===== src/rtl/chain_best_pred_pkg.sv =====
// Shared defaults and FSM encodings for the chaining best-predecessor stage.
package chain_best_pred_pkg;

  localparam int DEF_SCORE_W  = 32;
  localparam int DEF_IDX_W    = 16;
  localparam int DEF_MAX_PRED = 64;
  localparam int CNT_W        = 7;

  localparam logic [1:0] ST_IDLE  = 2'd0;
  localparam logic [1:0] ST_ACCUM = 2'd1;
  localparam logic [1:0] ST_FLUSH = 2'd2;
  localparam logic [1:0] ST_EMIT  = 2'd3;

endpackage


===== src/rtl/chain_sat_add.sv =====
// Registered signed saturating adder: sum_o = clamp(a_i + b_i) one cycle later.
module chain_sat_add #(
  parameter int W = 32
) (
  input  logic                clk,
  input  logic                reset,
  input  logic signed [W-1:0] a_i,
  input  logic signed [W-1:0] b_i,
  output logic signed [W-1:0] sum_o
);

  localparam logic signed [W-1:0] MAXV = {1'b0, {(W-1){1'b1}}};
  localparam logic signed [W-1:0] MINV = {1'b1, {(W-1){1'b0}}};

  logic signed [W:0]   wide;
  logic signed [W-1:0] sum_d, sum_q;

  always_comb begin
    wide = {a_i[W-1], a_i} + {b_i[W-1], b_i};
    // Overflow shows as disagreement between the extra sign bit and the result MSB.
    if (wide[W] != wide[W-1]) sum_d = wide[W] ? MINV : MAXV;
    else                      sum_d = wide[W-1:0];
  end

  always_ff @(posedge clk) begin
    if (reset) sum_q <= '0;
    else       sum_q <= sum_d;
  end

  assign sum_o = sum_q;

endmodule


===== src/rtl/chain_best_pred.sv =====
// DP max-reduction: f[i] = max(W_i, max_j(f[j]+score(i,j))) with arg-max predecessor.
//  state  | meaning
//  IDLE   | waiting for the first beat of an anchor
//  ACCUM  | accepting candidate beats of the current anchor
//  FLUSH  | last beat sits in S1; final compare happens this cycle
//  EMIT   | result presented, waiting for out_ready
module chain_best_pred
  import chain_best_pred_pkg::*;
#(
  parameter int SCORE_W  = DEF_SCORE_W,
  parameter int IDX_W    = DEF_IDX_W,
  parameter int MAX_PRED = DEF_MAX_PRED
) (
  input  logic                      clk,
  input  logic                      reset,
  input  logic                      in_valid,
  output logic                      in_ready,
  input  logic                      in_first,
  input  logic                      in_last,
  input  logic                      in_skip,
  input  logic signed [SCORE_W-1:0] in_w,
  input  logic signed [SCORE_W-1:0] in_score,
  input  logic signed [SCORE_W-1:0] in_fj,
  input  logic [IDX_W-1:0]          in_j,
  output logic                      out_valid,
  input  logic                      out_ready,
  output logic signed [SCORE_W-1:0] out_f,
  output logic [IDX_W-1:0]          out_pred,
  output logic                      out_has_pred,
  output logic [CNT_W-1:0]          out_count,
  output logic                      err_proto
);

  logic [1:0] state_q, state_d;
  logic       accept, keep, err_d, err_q;

  logic                      s1_valid_q, s1_first_q, s1_skip_q;
  logic signed [SCORE_W-1:0] s1_w_q, s1_sum;
  logic [IDX_W-1:0]          s1_j_q;

  logic signed [SCORE_W-1:0] best_q, best_d, base_best;
  logic [IDX_W-1:0]          pred_q, pred_d, base_pred;
  logic                      has_q, has_d, base_has;
  logic [CNT_W-1:0]          count_q, count_d, base_count;
  logic                      cand, cap_ok, upd;

  logic signed [SCORE_W-1:0] out_f_q;
  logic [IDX_W-1:0]          out_pred_q;
  logic                      out_has_q;
  logic [CNT_W-1:0]          out_count_q;

  assign in_ready = !reset && (state_q == ST_IDLE || state_q == ST_ACCUM);
  assign accept   = in_valid && in_ready;
  // Beats without in_first are only meaningful inside an anchor.
  assign keep     = accept && (in_first || state_q == ST_ACCUM);
  assign err_d    = accept && ((state_q == ST_IDLE && !in_first) ||
                               (state_q == ST_ACCUM && in_first));

  always_comb begin
    state_d = state_q;
    case (state_q)
      ST_IDLE:  if (accept && in_first) state_d = in_last ? ST_FLUSH : ST_ACCUM;
      ST_ACCUM: if (accept && in_last) state_d = ST_FLUSH;
      ST_FLUSH: state_d = ST_EMIT;
      ST_EMIT:  if (out_ready) state_d = ST_IDLE;
      default:  state_d = ST_IDLE;
    endcase
  end

  chain_sat_add #(.W(SCORE_W)) u_sat_add (
    .clk   (clk),
    .reset (reset),
    .a_i   (in_fj),
    .b_i   (in_score),
    .sum_o (s1_sum)
  );

  // S2: a first beat reseeds the running state before being evaluated itself.
  always_comb begin
    base_best  = s1_first_q ? s1_w_q : best_q;
    base_pred  = s1_first_q ? '1 : pred_q;
    base_has   = s1_first_q ? 1'b0 : has_q;
    base_count = s1_first_q ? '0 : count_q;
    cand       = s1_valid_q && !s1_skip_q;
    cap_ok     = base_count < CNT_W'(MAX_PRED);
    upd        = cand && cap_ok && (s1_sum > base_best);
    best_d     = upd ? s1_sum : base_best;
    pred_d     = upd ? s1_j_q : base_pred;
    has_d      = upd ? 1'b1 : base_has;
    count_d    = (cand && cap_ok) ? base_count + 1'b1 : base_count;
  end

  always_ff @(posedge clk) begin
    if (reset) begin
      state_q     <= ST_IDLE;
      err_q       <= 1'b0;
      s1_valid_q  <= 1'b0;
      s1_first_q  <= 1'b0;
      s1_skip_q   <= 1'b0;
      s1_w_q      <= '0;
      s1_j_q      <= '0;
      best_q      <= '0;
      pred_q      <= '1;
      has_q       <= 1'b0;
      count_q     <= '0;
      out_f_q     <= '0;
      out_pred_q  <= '1;
      out_has_q   <= 1'b0;
      out_count_q <= '0;
    end else begin
      state_q    <= state_d;
      err_q      <= err_d;
      s1_valid_q <= keep;
      if (keep) begin
        s1_first_q <= in_first;
        s1_skip_q  <= in_skip;
        s1_w_q     <= in_w;
        s1_j_q     <= in_j;
      end
      if (s1_valid_q) begin
        best_q  <= best_d;
        pred_q  <= pred_d;
        has_q   <= has_d;
        count_q <= count_d;
      end
      if (state_q == ST_FLUSH) begin
        out_f_q     <= best_d;
        out_pred_q  <= pred_d;
        out_has_q   <= has_d;
        out_count_q <= count_d;
      end
    end
  end

  assign out_valid    = (state_q == ST_EMIT);
  assign out_f        = out_f_q;
  assign out_pred     = out_pred_q;
  assign out_has_pred = out_has_q;
  assign out_count    = out_count_q;
  assign err_proto    = err_q;

endmodule

===== config.mk =====
export PLATFORM = sky130hd
export DESIGN_NAME = chain_best_pred
export DESIGN_NICKNAME = d
export VERILOG_FILES = /design/src/rtl/chain_best_pred_pkg.sv /design/src/rtl/chain_sat_add.sv /design/src/rtl/chain_best_pred.sv
export SDC_FILE = /design/constraint.sdc
export NUM_CORES = 1
export LEC_CHECK = 0
export ABC_AREA = 1
export CORE_MARGIN = 1
export CORE_UTILIZATION = 30
export DETAILED_ROUTE_END_ITERATION = 10
export SETUP_SLACK_MARGIN = 0.2
export SLEW_MARGIN = 40
export SYNTH_ARGS = -nofsm -noshare
export SYNTH_HDL_FRONTEND = slang
export SYNTH_SLANG_ARGS = --single-unit
export TNS_END_PERCENT = 10

===== constraint.sdc =====
create_clock -name clk -period 7.1 [get_ports clk]
set_clock_uncertainty 0.15 [all_clocks]
set_input_delay 1.42 -clock clk [delete_from_list [all_inputs] [get_ports clk]]
set_output_delay 1.42 -clock clk [all_outputs]
set_load 0.03 [all_outputs]

Word level (Yosys, flattened, before mapping)

Index checks and enable logic that the tools add are counted.

Flip-flop bits (word level): 198
Input bits: 119
Output and inout port bits: 59
Word-level logic and storage cells: 61

Add/subtract/negate cells: 2
Order comparisons: 2
Equality and inequality tests: 7
Muxes and demuxes: 15
Reduce and logical (&&, ||, !) cells: 19

Operators with widths:

| operator                                            | count |
|---|---|
| 2-to-1 mux 32 bit                                   | 4 |
| adder 32 x 32 -> 33 bit                             | 1 |
| > comparator 32 bit                                 | 1 |
| 2-to-1 mux 16 bit                                   | 2 |
| 2-to-1 mux 7 bit                                    | 2 |
| logical AND 1 bit                                   | 11 |
| 2-to-1 mux 2 bit                                    | 4 |
| one-hot mux 2 bit (4 select lines)                  | 1 |
| adder 7 x 1 -> 7 bit, second input constant         | 1 |
| < comparator 7 bit, second input constant           | 1 |
| != test 2 x 1 -> 1 bit, second input constant       | 3 |
| equality test 2 bit, second input constant          | 2 |
| logical NOT 1 bit                                   | 3 |
| logical OR 1 bit                                    | 3 |
| AND reduction 3 bit                                 | 1 |
| equality test 2 x 1 -> 1 bit, second input constant | 1 |
| logical NOT 2 bit                                   | 1 |
| 2-to-1 mux 1 bit                                    | 2 |
| != test 1 bit                                       | 1 |

Depth between registers and ports, before layout

Gate-level depths: netlist of the first run.

Depth after elaboration: 7
Gate-level depth with buffers: 23
Gate-level depth less buffers: 20

Hierarchy

From an unflattened synthesis of the first run, not the netlist that was laid out.

Cell total of the unflattened synthesis: 1,820
Area total of the unflattened synthesis: 11,796.3 µm²

By module, submodules not included:

| module          | instances | cells each | area an instance (µm²) | seq. area each (µm²) |
|---|---|---|---|---|
| chain_best_pred | 1         | 1,252      | 8,454.4                | 3,323.2 |
| chain_sat_add   | 1         | 568        | 3,342.0                | 640.6 |

Worst setup path after synthesis of the first run

Ideal clock, no wire load.

Path kind: in2out
Start point: input reset
End point: output in_ready
Data arrival time: 1,927 ps
Data required time: 5,530 ps
Slack: 3,603 ps
Stages on the path: 2
Buffers on the path: 1
Cell sequence: clkbuf_1 a21oi_2

Word-level cells in the longest chain between the ends: 2

RTL lines:

| item              | line                  | source |
|---|---|---|
| from (decl)       | chain_best_pred.sv:15 | `input logic reset,` |
| logical NOT 1 bit | chain_best_pred.sv:52 | `assign in_ready = !reset && (state_q == ST_IDLE \|\| state_q == ST_ACCUM);` |
| logical AND 1 bit | chain_best_pred.sv:52 |  |
| to (decl)         | chain_best_pred.sv:17 | `output logic in_ready,` |

Every way passes these cells.

Worst setup path in the final report of the first run

Ends and elaborated chain as after synthesis.

==> results.py, run 1 <==
metrics = {
    "status": {
        "status": "complete, no violations",
    },
    "cts": {
        "clockBufferDepth": 2,
        "cts_hold_buf": 0,
        "post_cts_buffers": 0,
        "cts_root_buf": "clkbuf_16",
        "post_cts_resized": 0,
        "cts_tree": "built",
        "cts_buffers": 17,
        "cts.sinks": 198,
        "clkSlewWorstSetupHoldPaths_ns": 0.07,
        "insertion_delay_ns": 0.44,
        "htree_levels": 4,
    },
    "timing": {
        "relSlewSlack_pct": 49.6,
        "worstMarginPinSlew_ns": 0.754,
        "hold-worst-slack_ns": 0.304,
        "worst_slack_ns": 2.84,
        "rsz0062_at_grt": "no",
        "min_period_ns": 4.26,
        "fmax_mhz": 235,
        "hold_violations": 0,
        "finalMaxSlewViolations": 0,
        "setup_violations": 0,
        "period_share_pct": 59.9,
        "fin_setup_tns_ns": 0,
    },
    "synth": {
        "ys_types": 41,
        "synth.top_cell.area_share_pct": 34.4,
        "ys_top_cells_by_area": "dfxtp_1, nand2_1, nor2_1",
        "synth_nets": 1924,
        "synth_top_cell_by_area": "dfxtp_1",
        "synth_seq_cells": 198,
        "yosysSeqAreaShare_pct": 34.4,
        "avgSynthCellArea_sq_um": 6.64,
        "ys_warn_count": 0,
        "postSynthCellCount": 1735,
        "synth_area_sq_mm": 0.0115,
    },
    "floorplanning": {
        "core_sq_mm": 0.0378,
        "die_h_um": 198,
        "initial_core_util_pct": 30.5,
        "die_area_sq_mm": 0.0392,
        "ios": 178,
        "row_count": 71,
        "die-width_um": 198,
    },
    "placed_design": {
        "dpl.cell_count": 2343,
        "postPlaceCellArea_sq_mm": 0.0137,
        "gp_congestion": 0.912,
        "dp_hpwl_um": 25500,
        "pre_cts_ws_ns": 2.62,
        "port_buffers": 177,
    },
    "worst_setup_path": {
        "cpMaxStageDelayCell": "clkdlybuf4s50_1",
        "reg2reg_depth": 18,
        "cp.buffers_inverters": 2,
        "cp_top_family": "buffers and inverters",
        "cp_max_fo": 54,
        "cp.depth": 3,
        "cp-start-kind": "input port",
        "endpoint_kind": "output port",
        "worstSetupPathType": "input port to output port",
        "cp.required_ns": 5.53,
        "arrival_ns": 2.69,
        "cpPeakStageDelay_ns": 0.70,
        "cp_cell_sequence": "buf_4 > a21oi_2 > clkdlybuf4s50_1",
    },
    "grt": {
        "antenna_found_initial": 3,
        "first_global_vias": 10638,
        "grt_max_degree": 84,
        "overflow": 0,
        "grt_pass1_wl_um": 56800,
        "gr-usage-all-layers_pct": 18.3,
    },
    "detailed_routing": {
        "drt_iter0_markers": 655,
        "viasPerCell": 4.81,
        "detail-route-antenna-nets": 0,
        "wire_per_inst_um": 14.9,
        "firstDrtPassIters": 5,
        "wirelength_um": 35400,
        "vias": 11409,
        "route.detailed.drc": 0,
    },
    "flow_run": {
        "cap_viol_max_count": 0,
    },
    "power": {
        "p_per_area_mw_per_mm2": 306,
        "power_mw": 4.37,
        "clock_power_share_pct": 22.9,
        "power_frac_comb_pct": 43.0,
        "pwr-share-seq_pct": 34.1,
        "p_sw_share_pct": 40.3,
        "ir_drop_mv": 0.200,
        "internal_power_mw": 2.61,
        "cellLeakagePower_nw": 6.54,
        "p_sw_mw": 1.76,
    },
    "final_layout": {
        "nNetsFinal": 2040,
        "fill_cells": 3978,
        "final_cells": 2373,
        "drive_above_1_share_pct": 6.66,
        "n_antenna_cell": 0,
        "area_growth_pct": 23.8,
        "postLayoutCoreUtil_pct": 37.8,
        "fin_area_sq_mm": 0.0143,
    },
    "min_path": {
        "min_path_cells": 2,
        "min_path_type": "flip-flop to flip-flop",
    },
}
placed cells by master (no fill, tap or decap), drive strengths merged:
cell	n
clkinvlp	2
dfxtp	198
o21bai	3
a211oi	1
nand2	336
or2	31
a31oi	4
a21o	7
clkdlybuf4s50	176
clkinv	3
o21ai	130
a21boi	3
o211ai	3
xor2	22
o21a	2
ha	69
nand3	158
nor3	11
nand3b	1
xnor2	3
buf	12
fa	1
a21oi	121
nand4	54
nor4	3
inv	200
nor2	285
bufinv	3
clkbuf	20
cell families after synthesis:
group	after synthesis	share of synthesized area, %
AO/OA/AOI/OAI	274	12.6
adder cells (fa/ha/maj)	70	7.66
buffers and inverters	289	9.94
AND/OR/NAND/NOR	879	33.5
XOR/XNOR	25	1.90
flip-flops	198	34.4
state kept, by name, summed over array words and instances (netlist names), 16 cells and up:
| register | flops |
|---|---|
| best_q | 32 |
| out_f | 32 |
| s1_w_q | 32 |
| u_sat_add.sum_o | 32 |
| out_pred | 16 |
| pred_q | 16 |
| s1_j_q | 16 |
worst reg2reg max path, delay by kind of cell, from the launching register on:
kind                       cells  cell delay [ns]
and+or+nand+nor               12             1.53
buffers and inverters          3             1.50
adders and majority gates      1             0.33
DFF                            1             0.32
AOI/OAI and AO/OA              2             0.22
final cells by class:
cell class                      count  area, sq um  area share, %
Clock buffer                       20          457           3.20
Clock inverter                     10          148           1.03
Inverter                          198          746           5.22
Multi-Input combinational cell   1248         6440           45.1
Sequential cell                   198         3970           27.8
Tap cell                          511          639           4.48
Timing Repair Buffer              188         1880           13.2
routing by layer:
layer / wire length [um] / GRT usage [%] / up-vias
li1: - / - / 5827
met1: 17500 / 25.6 / 5227
met2: 15500 / 28.5 / 309
met3: 1810 / 3.19 / 40
met4: 549 / 5.46 / 6
met5: 41 / 0 / -
cells in the mapped netlist, drive strengths merged:
cell and count:
a211oi 1, a21boi 3, a21o 7, a21oi 121, a31oi 4, buf 31
clkbuf 60, dfxtp 198, fa 1, ha 69, inv 198, nand2 336
nand3 158, nand3b 1, nand4 54, nor2 285, nor3 11, nor4 3
o211ai 3, o21a 2, o21ai 130, o21bai 3, or2 31, xnor2 3
xor2 22
power by group through the flow:
stage	logic [mW]	clock network (mW)	registers (mW)
after floorplan	1.07	0	1.68
after global placement	1.84	0	1.51
after detailed placement	1.88	0	1.52
after CTS	1.89	1.03	1.49
after global routing	2.09	1.07	1.52
final	1.88	1.00	1.49
final timing paths:
check                           from                     end  slack [ns]
max                            reset                in_ready        2.84
min           s1_j_q[3]$_SDFFE_PP0P_  s1_j_q[3]$_SDFFE_PP0P_        0.30
max reg2reg  s1_first_q$_SDFFE_PP0P_  pred_q[9]$_SDFFE_PP1P_        2.96
min reg2reg   s1_j_q[3]$_SDFFE_PP0P_  s1_j_q[3]$_SDFFE_PP0P_        0.30
Note: power is estimated with default switching activity, not from simulation.
==> run 2: changes to the inputs <==
==> constraint.sdc (replaced) <==
create_clock -name clk -period 4.1 [get_ports clk]
set_clock_uncertainty 0.15 [all_clocks]
set_input_delay 0.82 -clock clk [delete_from_list [all_inputs] [get_ports clk]]
set_output_delay 0.82 -clock clk [all_outputs]
set_load 0.03 [all_outputs]
==> results.py, run 2 (synthesis gave the netlist of run 1 again) <==
metrics = {
    "power": {
        "ir_drop_mv": 0.388,
        "cellLeakagePower_nw": 6.57,
        "internal_power_mw": 4.47,
        "power_frac_comb_pct": 43.1,
        "pwr-share-seq_pct": 34.1,
        "power_mw": 7.55,
        "p_per_area_mw_per_mm2": 528,
        "clock_power_share_pct": 22.8,
        "p_sw_share_pct": 40.8,
        "p_sw_mw": 3.09,
    },
    "timing": {
        "worstMarginPinSlew_ns": 0.767,
        "fmax_mhz": 287,
        "relSlewSlack_pct": 48.8,
        "setup_violations": 0,
        "finalMaxSlewViolations": 0,
        "fin_setup_tns_ns": 0,
        "period_share_pct": 85.0,
        "rsz0062_at_grt": "no",
        "min_period_ns": 3.49,
        "hold_violations": 0,
        "worst_slack_ns": 0.614,
    },
    "cts": {
        "post_cts_resized": 0,
        "clkSlewWorstSetupHoldPaths_ns": 0.08,
        "post_cts_buffers": 0,
        "cts_tree": "built",
        "cts.sinks": 198,
        "cts_root_buf": "clkbuf_16",
        "htree_levels": 4,
        "clockBufferDepth": 2,
        "insertion_delay_ns": 0.45,
        "cts_hold_buf": 0,
        "cts_buffers": 17,
    },
    "min_path": {
        "min_path_type": "flip-flop to flip-flop",
        "min_from": "s1_j_q[1]$_SDFFE_PP0P_",
        "min_path_cells": 2,
        "holdPathEnd": "s1_j_q[1]$_SDFFE_PP0P_",
    },
    "detailed_routing": {
        "drt_iter0_markers": 746,
        "wire_per_inst_um": 15.0,
        "route.detailed.drc": 0,
        "firstDrtPassIters": 5,
        "viasPerCell": 4.77,
        "wirelength_um": 35800,
        "detail-route-antenna-nets": 0,
        "vias": 11386,
    },
    "grt": {
        "grt_pass1_wl_um": 56700,
        "first_global_vias": 10863,
        "gr-usage-all-layers_pct": 18.3,
        "antenna_found_initial": 1,
        "overflow": 0,
        "grt_max_degree": 84,
    },
    "worst_setup_path": {
        "cp-start-kind": "flip-flop",
        "arrival_ns": 3.67,
        "cp.buffers_inverters": 4,
        "reg2reg_depth": 17,
        "timing.rr.start": "s1_first_q$_SDFFE_PP0P_",
        "cp.required_ns": 4.29,
        "cp_top_family": "simple AND/OR/NAND/NOR gates",
        "worstSetupPathType": "flip-flop to flip-flop",
        "reg2reg_to": "out_f[18]$_SDFFE_PP0P_",
        "rrSetupSlack_ns": 0.61,
        "cpMaxStageDelayCell": "buf_4",
        "worst_path_most_repeated_cell": "nand2_1",
        "cp_cell_sequence": "inv_1 > buf_4 > or2_2 > o21ai_0 > ha_1 > nand2_1 > nor3_1 > nand2_1 > nand2_1 > nand2_1 > nand3_2 > nand3_2 > buf_4 > nand2_1 > nand3_1 > nand2_1 > inv_1",
        "cpPeakStageDelay_ns": 0.36,
        "endpoint_kind": "flip-flop",
        "cp_max_fo": 31,
    },
    "flow_run": {
        "cap_viol_max_count": 0,
    },
    "final_layout": {
        "fin_area_sq_mm": 0.0143,
        "multi_input_area_sq_mm": 0.00644,
        "area_growth_pct": 24.2,
        "fill_cells": 3992,
        "nNetsFinal": 2050,
        "seq_area_sq_mm": 0.00397,
        "final_common_cell": "nand2_1",
        "postLayoutCoreUtil_pct": 37.9,
        "layout_common_cells": "nand2_1, nor2_1, dfxtp_1, inv_1, clkdlybuf4s50_1",
        "drive_above_1_share_pct": 7.10,
        "n_antenna_cell": 0,
    },
    "placed_design": {
        "pre_cts_ws_ns": 0.471,
        "port_buffers": 177,
        "postPlaceCellArea_sq_mm": 0.0137,
        "gp_congestion": 0.866,
        "dp_hpwl_um": 26100,
    },
    "floorplanning": {
        "die_area_sq_mm": 0.0392,
        "core_sq_mm": 0.0378,
        "die-width_um": 198,
        "initial_core_util_pct": 30.5,
        "die_h_um": 198,
        "ios": 178,
        "row_count": 71,
    },
    "status": {
        "status": "complete, no violations",
    },
}
[run 2: cell types whose count changed in the layout (fill, tap and decap cells not counted)]
cell | previous run | this run
clkinvlp_4 | 2 | 3
nand2_2 | 20 | 19
inv_1 | 193 | 195
inv_8 | 1 | 2
inv_6 | 1 | 2
clkinv_2 | 1 | 2
buf_12 | 2 | 0
bufinv_16 | 3 | 2
nand2_1 | 313 | 314
clkinv_4 | 2 | 1
inv_2 | 4 | 3
inv_4 | 1 | 0
buf_4 | 9 | 21
[run 2: worst max path at each step]
stage                                  from                             end  slack (ns)  depth (start not counted)
finish              s1_first_q$_SDFFE_PP0P_          out_f[18]$_SDFFE_PP0P_        0.61                         17
detailed placement                 in_fj[0]   u_sat_add.sum_o[6]$_SDFF_PP0_        0.47                         16
global placement                in_score[0]   u_sat_add.sum_o[7]$_SDFF_PP0_        0.52                         16
floorplan                       in_score[0]  u_sat_add.sum_o[22]$_SDFF_PP0_        1.30                         15
global route        s1_first_q$_SDFFE_PP0P_          out_f[25]$_SDFFE_PP0P_        0.31                         17
CTS                 s1_first_q$_SDFFE_PP0P_          out_f[18]$_SDFFE_PP0P_        0.57                         17
[run 2: final cells by class]
class                           instances  area share, %
Multi-Input combinational cell       1248           45.0
Clock buffer                           20           3.19
Clock inverter                         12          0.988
Inverter                              198           5.19
Sequential cell                       198           27.7
Tap cell                              511           4.47
Timing Repair Buffer                  198           13.5
[run 2: routing by layer]
metal	vias up	track usage, %	share of wire [%]
li1	5846	-	-
met5	-	0	0.036
met3	43	2.81	4.7
met4	2	5.34	1.8
met2	285	30.1	46
met1	5210	24.6	48
[run 2: per-stage QoR]
step / std cells / hold slack [ns]
finish: 2385 / 0.304
global route: 2385 / 0.324
CTS: 2385 / 0.306
detailed placement: 2353 / 0.296
global placement: 2353 / 0.290
floorplan: 1735 / 0.280
[run 2: worst register-to-register path, cell delays in order, from the launching register on]
cell and delay [ns]:
dfxtp_2 0.32, inv_1 0.08, buf_4 0.33, or2_2 0.18, o21ai_0 0.14, ha_1 0.34
nand2_1 0.08, nor3_1 0.33, nand2_1 0.10, nand2_1 0.09, nand2_1 0.08, nand3_2 0.09
nand3_2 0.34, buf_4 0.36, nand2_1 0.11, nand3_1 0.13, nand2_1 0.09, inv_1 0.04
[run 2: power by group through the flow]
stage          Sequential [mW]  Clock (mW)  Combinational (mW)
2_1_floorplan             2.91           0                1.85
5_1_grt                   2.62        1.85                3.63
3_3_place_gp              2.61           0                3.23
6_report                  2.57        1.72                3.26
4_1_cts                   2.57        1.77                3.27
3_5_place_dp              2.62           0                3.25
